<file path="src/rtl/rand_delay_pkg.sv">
// Shared constants, types and helpers for the valid-tagged variable-delay line.
package rand_delay_pkg;

  localparam int unsigned LP_DELAY_W = 8;
  localparam int unsigned LP_LFSR_W  = 16;

  // LFSR state after reset and the value substituted for an all-zero seed.
  localparam logic [LP_LFSR_W-1:0] LP_LFSR_RESET = 16'hACE1;
  localparam logic [LP_LFSR_W-1:0] LP_LFSR_NONZERO = 16'h0001;

  // Feedback mask for x^16+x^14+x^13+x^11+1 (state bits 15,13,12,10).
  localparam logic [LP_LFSR_W-1:0] LP_LFSR_TAPS = 16'hB400;

  // Where the requested tap comes from.
  typedef enum logic {
    TAP_FIXED = 1'b0,
    TAP_LFSR  = 1'b1
  } tap_src_e;

  // Limit a raw tap request to the last stage of a line of 'depth' stages.
  function automatic logic [LP_DELAY_W-1:0] clamp_tap(
    input logic [LP_DELAY_W-1:0] raw,
    input int unsigned           depth
  );
    logic [LP_DELAY_W-1:0] max_tap;
    max_tap = LP_DELAY_W'(depth - 1);
    return (raw > max_tap) ? max_tap : raw;
  endfunction

  // One left shift of the Fibonacci LFSR with the parity feedback into bit 0.
  function automatic logic [LP_LFSR_W-1:0] lfsr_step(input logic [LP_LFSR_W-1:0] cur);
    return {cur[LP_LFSR_W-2:0], ^(cur & LP_LFSR_TAPS)};
  endfunction

endpackage

</file>
<file path="src/rtl/rand_delay_vr_if.sv">
// Valid-tagged data path into and out of the delay line.
interface rand_delay_vr_if #(
  parameter int unsigned P_WIDTH  = 8,
  parameter int unsigned P_NUM_CH = 2
);

  localparam int unsigned LP_DW = P_WIDTH * P_NUM_CH;

  logic             i_valid;
  logic [LP_DW-1:0] i_data;
  logic             o_valid;
  logic [LP_DW-1:0] o_data;

  // Producer/consumer side driving words into the line and watching the tap.
  modport master (
    output i_valid,
    output i_data,
    input  o_valid,
    input  o_data
  );

  // The delay line itself.
  modport slave (
    input  i_valid,
    input  i_data,
    output o_valid,
    output o_data
  );

endinterface

</file>
<file path="src/rtl/rand_delay_lfsr16.sv">
// 16-bit pseudo-random tap source with seed load; advances only when asked.
module rand_delay_lfsr16
  import rand_delay_pkg::*;
(
  input  logic                  clk_core,
  input  logic                  rst_x,
  input  logic                  seed_load,
  input  logic [LP_LFSR_W-1:0]  seed,
  input  logic                  advance,
  output logic [LP_DELAY_W-1:0] rnd
);

  logic [LP_LFSR_W-1:0] value_q;
  logic [LP_LFSR_W-1:0] value_d;

  // Next state: seed load wins over advance; a zero seed would lock up, so substitute 1.
  always_comb begin
    value_d = value_q;
    if (seed_load) begin
      value_d = (seed == '0) ? LP_LFSR_NONZERO : seed;
    end else if (advance) begin
      value_d = lfsr_step(value_q);
    end
  end

  // State register with synchronous active-low reset.
  always_ff @(posedge clk_core) begin
    if (!rst_x) begin
      value_q <= LP_LFSR_RESET;
    end else begin
      value_q <= value_d;
    end
  end

  assign rnd = value_q[LP_DELAY_W-1:0];

endmodule

</file>
<file path="src/rtl/rand_delay_vr.sv">
// Multi-lane valid-tagged delay line with a shared tap that only changes while idle.
module rand_delay_vr
  import rand_delay_pkg::*;
#(
  parameter int unsigned P_WIDTH  = 8,
  parameter int unsigned P_NUM_CH = 2,
  parameter int unsigned P_DEPTH  = 16
) (
  input  logic                  clk_core,
  input  logic                  rst_x,
  input  logic                  i_en,
  input  logic                  i_flush,
  input  logic                  i_mode,
  input  logic [LP_DELAY_W-1:0] i_delay,
  input  logic                  i_seed_load,
  input  logic [LP_LFSR_W-1:0]  i_seed,
  rand_delay_vr_if.slave        bus,
  output logic [LP_DELAY_W-1:0] o_delay,
  output logic                  o_busy
);

  localparam int unsigned LP_DW    = P_WIDTH * P_NUM_CH;
  localparam int unsigned LP_IDX_W = (P_DEPTH > 1) ? $clog2(P_DEPTH) : 1;

  // Stage storage: data per stage plus one valid bit per stage.
  logic [LP_DW-1:0]      data_q [P_DEPTH];
  logic [P_DEPTH-1:0]    vld_q;
  logic [P_DEPTH-1:0]    vld_d;

  // Tap and occupancy state.
  logic [LP_DELAY_W-1:0] tap_q;
  logic [LP_DELAY_W-1:0] tap_d;
  logic                  busy_q;
  logic                  busy_d;

  // Tap control signals.
  tap_src_e              src_c;
  logic                  capture_c;
  logic                  tap_load_c;
  logic                  lfsr_adv_c;
  logic [LP_DELAY_W-1:0] req_c;
  logic [LP_DELAY_W-1:0] rnd;
  logic [LP_IDX_W-1:0]   tap_idx_c;

  rand_delay_lfsr16 u_lfsr (
    .clk_core  (clk_core),
    .rst_x     (rst_x),
    .seed_load (i_seed_load),
    .seed      (i_seed),
    .advance   (lfsr_adv_c),
    .rnd       (rnd)
  );

  // Tap request and load decision: reload only when no valid word is in flight
  // and none is entering this edge; flush overrides the in-flight check.
  always_comb begin
    src_c      = tap_src_e'(i_mode);
    capture_c  = i_en & bus.i_valid;
    tap_load_c = !capture_c && (i_flush || !busy_q);
    req_c      = clamp_tap((src_c == TAP_LFSR) ? rnd : i_delay, P_DEPTH);
    lfsr_adv_c = tap_load_c && (src_c == TAP_LFSR);
    tap_d      = tap_load_c ? req_c : tap_q;
  end

  // Valid-bit next state: shift on enable, flush clears all but a same-edge capture.
  always_comb begin
    vld_d = vld_q;
    if (i_en) begin
      vld_d = {vld_q[P_DEPTH-2:0], bus.i_valid};
    end
    if (i_flush) begin
      vld_d = '0;
      if (i_en) begin
        vld_d[0] = bus.i_valid;
      end
    end
    busy_d = |vld_d;
  end

  // Control registers: valid bits, active tap and busy flag.
  always_ff @(posedge clk_core) begin
    if (!rst_x) begin
      vld_q  <= '0;
      tap_q  <= '0;
      busy_q <= 1'b0;
    end else begin
      vld_q  <= vld_d;
      tap_q  <= tap_d;
      busy_q <= busy_d;
    end
  end

  // Data shift register; flush leaves data alone, only valid bits are cleared.
  always_ff @(posedge clk_core) begin
    if (!rst_x) begin
      for (int k = 0; k < P_DEPTH; k++) begin
        data_q[k] <= '0;
      end
    end else if (i_en) begin
      data_q[0] <= bus.i_data;
      for (int k = 1; k < P_DEPTH; k++) begin
        data_q[k] <= data_q[k-1];
      end
    end
  end

  // Output mux at the active tap; data is driven even when the tap is not valid.
  always_comb begin
    tap_idx_c   = tap_q[LP_IDX_W-1:0];
    bus.o_valid = vld_q[tap_idx_c];
    bus.o_data  = data_q[tap_idx_c];
  end

  assign o_delay = tap_q;
  assign o_busy  = busy_q;

endmodule

</file>
<file path="src/flat_wrapper.sv">
// flat-port wrapper written by rule: the top's interface ports become plain ports
module rand_delay_vr_flat import rand_delay_pkg::*;
#(
  parameter int unsigned P_WIDTH  = 8,
  parameter int unsigned P_NUM_CH = 2,
  parameter int unsigned P_DEPTH  = 16
)
  (clk_core, rst_x, i_en, i_flush, i_mode, i_delay, i_seed_load, i_seed, o_delay, o_busy, bus_i_valid, bus_i_data, bus_o_valid, bus_o_data);
  rand_delay_vr_if #(.P_WIDTH(P_WIDTH), .P_NUM_CH(P_NUM_CH)) bus_i ();
  input  logic clk_core;
  input  logic rst_x;
  input  logic i_en;
  input  logic i_flush;
  input  logic i_mode;
  input  logic [LP_DELAY_W-1:0] i_delay;
  input  logic i_seed_load;
  input  logic [LP_LFSR_W-1:0] i_seed;
  output logic [LP_DELAY_W-1:0] o_delay;
  output logic o_busy;
  input wire logic [$bits(bus_i.i_valid)-1:0] bus_i_valid;
  input wire logic [$bits(bus_i.i_data)-1:0] bus_i_data;
  output wire logic [$bits(bus_i.o_valid)-1:0] bus_o_valid;
  output wire logic [$bits(bus_i.o_data)-1:0] bus_o_data;
  assign bus_i.i_valid = bus_i_valid;
  assign bus_i.i_data = bus_i_data;
  assign bus_o_valid = bus_i.o_valid;
  assign bus_o_data = bus_i.o_data;
  rand_delay_vr #(.P_WIDTH(P_WIDTH), .P_NUM_CH(P_NUM_CH), .P_DEPTH(P_DEPTH)) u_core (.clk_core(clk_core), .rst_x(rst_x), .i_en(i_en), .i_flush(i_flush), .i_mode(i_mode), .i_delay(i_delay), .i_seed_load(i_seed_load), .i_seed(i_seed), .bus(bus_i), .o_delay(o_delay), .o_busy(o_busy));
endmodule
</file>
<file path="config.mk">
export PLATFORM = sky130hd
export DESIGN_NAME = rand_delay_vr_flat
export DESIGN_NICKNAME = d
export VERILOG_FILES = /design/src/rtl/rand_delay_pkg.sv /design/src/rtl/rand_delay_vr_if.sv /design/src/rtl/rand_delay_lfsr16.sv /design/src/rtl/rand_delay_vr.sv /design/src/flat_wrapper.sv
export SDC_FILE = /design/constraint.sdc
export NUM_CORES = 1
export LEC_CHECK = 0
export CAP_MARGIN = 20
export CORE_MARGIN = 5
export CORE_UTILIZATION = 65
export DETAILED_ROUTE_END_ITERATION = 10
export GPL_ROUTABILITY_DRIVEN = 0
export HOLD_SLACK_MARGIN = 0.05
export MAX_ROUTING_LAYER = met4
export PLACE_DENSITY_LB_ADDON = 0.08
export SYNTH_ARGS = -nofsm -noshare
export SYNTH_HDL_FRONTEND = slang
export SYNTH_HIERARCHICAL = 1
export SYNTH_SLANG_ARGS = --single-unit
</file>
<file path="constraint.sdc">
create_clock -name clk_core -period 23.5 [get_ports clk_core]
set_input_delay 2.35 -clock clk_core [delete_from_list [all_inputs] [get_ports clk_core]]
set_output_delay 2.35 -clock clk_core [all_outputs]
set_load 0.05 [all_outputs]
</file>
==> results.sh <==
export IMPL_syn_area_mm2=0.0135
export IMPL_nets=978
export IMPL_yosys_warnings=6
export IMPL_r2r_end="u_core/u_lfsr/value_q[5]$_SDFFE_PN1P_"
export IMPL_drtPass1Iterations=5
export IMPL_die_w_um=154
export IMPL_post_cts_buffers=0
export IMPL_htreeDepth=1
export IMPL_grt_pass1_wl_um=42700
export IMPL_tritoncts="yes"
export IMPL_dieArea_mm2=0.0237
export IMPL_synthTopCellsByArea="edfxtp_1 57%, mux4_2 9.2%, and3_1 7.7%"
export IMPL_cpPeakStageDelay_ns=0.78
export IMPL_port_buffers=72
export IMPL_async_flop_share_pct=0
export IMPL_worstPathRequired_ns=21.15
export IMPL_timing_slew_headroom_pct=25.1
export IMPL_worst_pin_slew_ns=1.12
export IMPL_yosys_area_share_simple_pct=14.7
export IMPL_hold_buffers=0
export IMPL_path_cells="buf_4, mux4_4, a22oi_1, nand2_1, clkdlybuf4s50_1"
export IMPL_grt_overflow=0
export IMPL_grt_max_degree=142
export IMPL_wire_per_inst_um=21.6
export IMPL_fin_crit_sh_pct=25.7
export IMPL_muxShareOfSynthArea_pct=15.0
export IMPL_path_buf_inv=2
export IMPL_pin_count=73
export IMPL_numCtsBuffers=31
export IMPL_syn_inst=903
export IMPL_cts_clk_slew_worst_paths_ns=0.06
export IMPL_post_route_min_period_ns=6.05
export IMPL_cts_sink_count=301
export IMPL_setup_violations=0
export IMPL_grt_pass1_vias=7901
export IMPL_cp_end_kind="primary output"
export IMPL_drt_total_wl_um=26500
export IMPL_utilization_pct=74.9
export IMPL_final_area_mm2=0.0153
export IMPL_crit_slowest_cell="buf_4"
export IMPL_synth_seq_cells=301
export IMPL_synthMostInstantiatedCell="edfxtp_1"
export IMPL_yosys_top_cells_count="256 x edfxtp_1, 165 x and3_1, 98 x and2_1, 55 x mux4_2, 53 x clkbuf_1"
export IMPL_synthXorXnorAreaFrac_pct=0.195
export IMPL_fmax_mhz=165
export IMPL_initial_core_util_pct=66.3
export IMPL_clockBufferDepth=3
export IMPL_reg2reg_slack_ns=21.47
export IMPL_ys_seq_area_share_pct=63.7
export IMPL_outcome="complete, no violations"
export IMPL_fp_dieH_um=154
export IMPL_fin_skew_ns=0.00828
export IMPL_synth_top_family_by_area="multiplexers"
export IMPL_hold_depth=1
export IMPL_coreArea_mm2=0.0204
export IMPL_cp_max_fo=47
export IMPL_n_antenna_cell=0
export IMPL_synthAdderAreaFrac_pct=0
export IMPL_drc_errors=0
export IMPL_antenna_found_initial=0
export IMPL_syn_nets=950
export IMPL_holdPathEnd="u_core/o_delay[6]$_SDFFE_PN0N_"
export IMPL_cp_top_family="buffers and inverters"
export IMPL_power_density_mw_per_mm2=82.8
export IMPL_hold_viol_final=0
export IMPL_critPathKind="flip-flop to primary output"
export IMPL_ctsResizeCount=0
export IMPL_synth_top_area_share_pct=57.0
export IMPL_synth_top_area_cell="edfxtp_1"
export IMPL_cts_root_buf="clkbuf_16"
export IMPL_dp_hpwl_um=15300
export IMPL_p_leak_nw=6.28
export IMPL_antenna_left=0
export IMPL_irDropWorstVdd_v=0.0000665
export IMPL_avgSynthCellArea_um2=14.9
export IMPL_crit_arrival_ns=3.70
export IMPL_synth_edff_count=256
export IMPL_vias=7766
export IMPL_hp_class="flip-flop to flip-flop"
export IMPL_start_kind="flip-flop"
export IMPL_setup_tns_ns=0
export IMPL_yosysUniqueCellTypes=36
export IMPL_grt_setup_unrepaired="false"
export IMPL_synth_compound_area_share_pct=2.92
export IMPL_drv_slew=0
export IMPL_rows=52
export IMPL_clk_latency_ns=0.55
export IMPL_grt_total_usage_pct=22.9
export IMPL_drt_initial_drc_count=768
export IMPL_dpl_instance_area_mm2=0.0142
export IMPL_area_growth_pct=13.1
export IMPL_maxCapViolations=0
export IMPL_worstHoldStart="u_core/o_delay[6]$_SDFFE_PN0N_"
export IMPL_synth_ff_type="edfxtp_1"
export IMPL_r2r_start="u_core/o_busy$_SDFF_PN0_"
export IMPL_vias_per_cell=6.34
export IMPL_drive_gt1_share_pct=12.7
export IMPL_path_depth=5
export IMPL_worstRegToRegCells=5
-- how the worst max path moves through the flow --
| stage | startpoint | end | slack [ns] |
|---|---|---|---|
| after floorplan | i_en | u_core/data_q[0][0]$_SDFFCE_PN0P_ | 13.79 |
| after global placement | flip-flop | bus_o_data[10] | 17.99 |
| after detailed placement | flip-flop | bus_o_data[1] | 17.94 |
| after CTS | flip-flop | bus_o_data[10] | 17.35 |
| after global routing | flip-flop | bus_o_data[4] | 17.21 |
| final | flip-flop | bus_o_data[1] | 17.45 |
-- cell usage in the layout (no fill, tap or decap), drive strengths merged, types with 27 or more instances in the layout --
cell type	n
clkdlybuf4s50	70
and3	165
clkbuf	39
edfxtp	256
nand2	27
nor2	34
mux4	68
and2	98
a22oi	32
mux2i	37
dfxtp	45
-- cell families after synthesis --
family | after synthesis
simple gates | 342
flops | 301
mux | 112
buf+inv | 90
compound gates | 55
xor+xnor | 3
-- layout make-up --
class	count	area [µm²]
Clock inverter	18	210
Tap cell	270	338
Multi-Input combinational cell	512	4450
Clock buffer	39	806
Timing Repair Buffer	82	850
Inverter	3	11.3
Sequential cell	301	8590
Fill cell	1251	5110
-- registers in the layout, summed over array words and instances (netlist names), named ones only --
signal,count
u_core/data_q,256
u_core/o_busy,1
u_core/o_delay,8
u_core/u_lfsr/value_q,16
u_core/vld_q,16
-- per-stage QoR --
stage	instances	setup slack [ns]	total power (W)	hold slack, ns
after floorplan	903	13.79	0.000742	0.459
final	1225	17.45	0.00126	0.487
after global placement	1164	17.99	0.000774	0.467
after CTS	1224	17.35	0.00127	0.484
after detailed placement	1167	17.94	0.000782	0.467
after global routing	1225	17.21	0.00131	0.505
-- layer usage --
metal	track usage, %	vias to the layer above	routed length (µm)
met5	-	-	0
met4	5.55	0	491
met3	3.32	36	1360
met2	36.4	252	13200
met1	32.1	3956	11400
li1	-	3522	-
-- worst register-to-register path, cell delays in order (launching register included) --
cell and delay (ns):
dfxtp_1 0.31, nand2b_1 0.19, and3_1 0.77, mux2_1 0.40
mux2i_1 0.15, nand2_1 0.07
-- power breakdown --
group	switching, W	internal [W]
Combinational	0.0000749	0.0000595
Clock	0.000196	0.000296
Sequential	0.0000197	0.000617
Total	0.000291	0.000972
(Power assumes the default switching activity.)
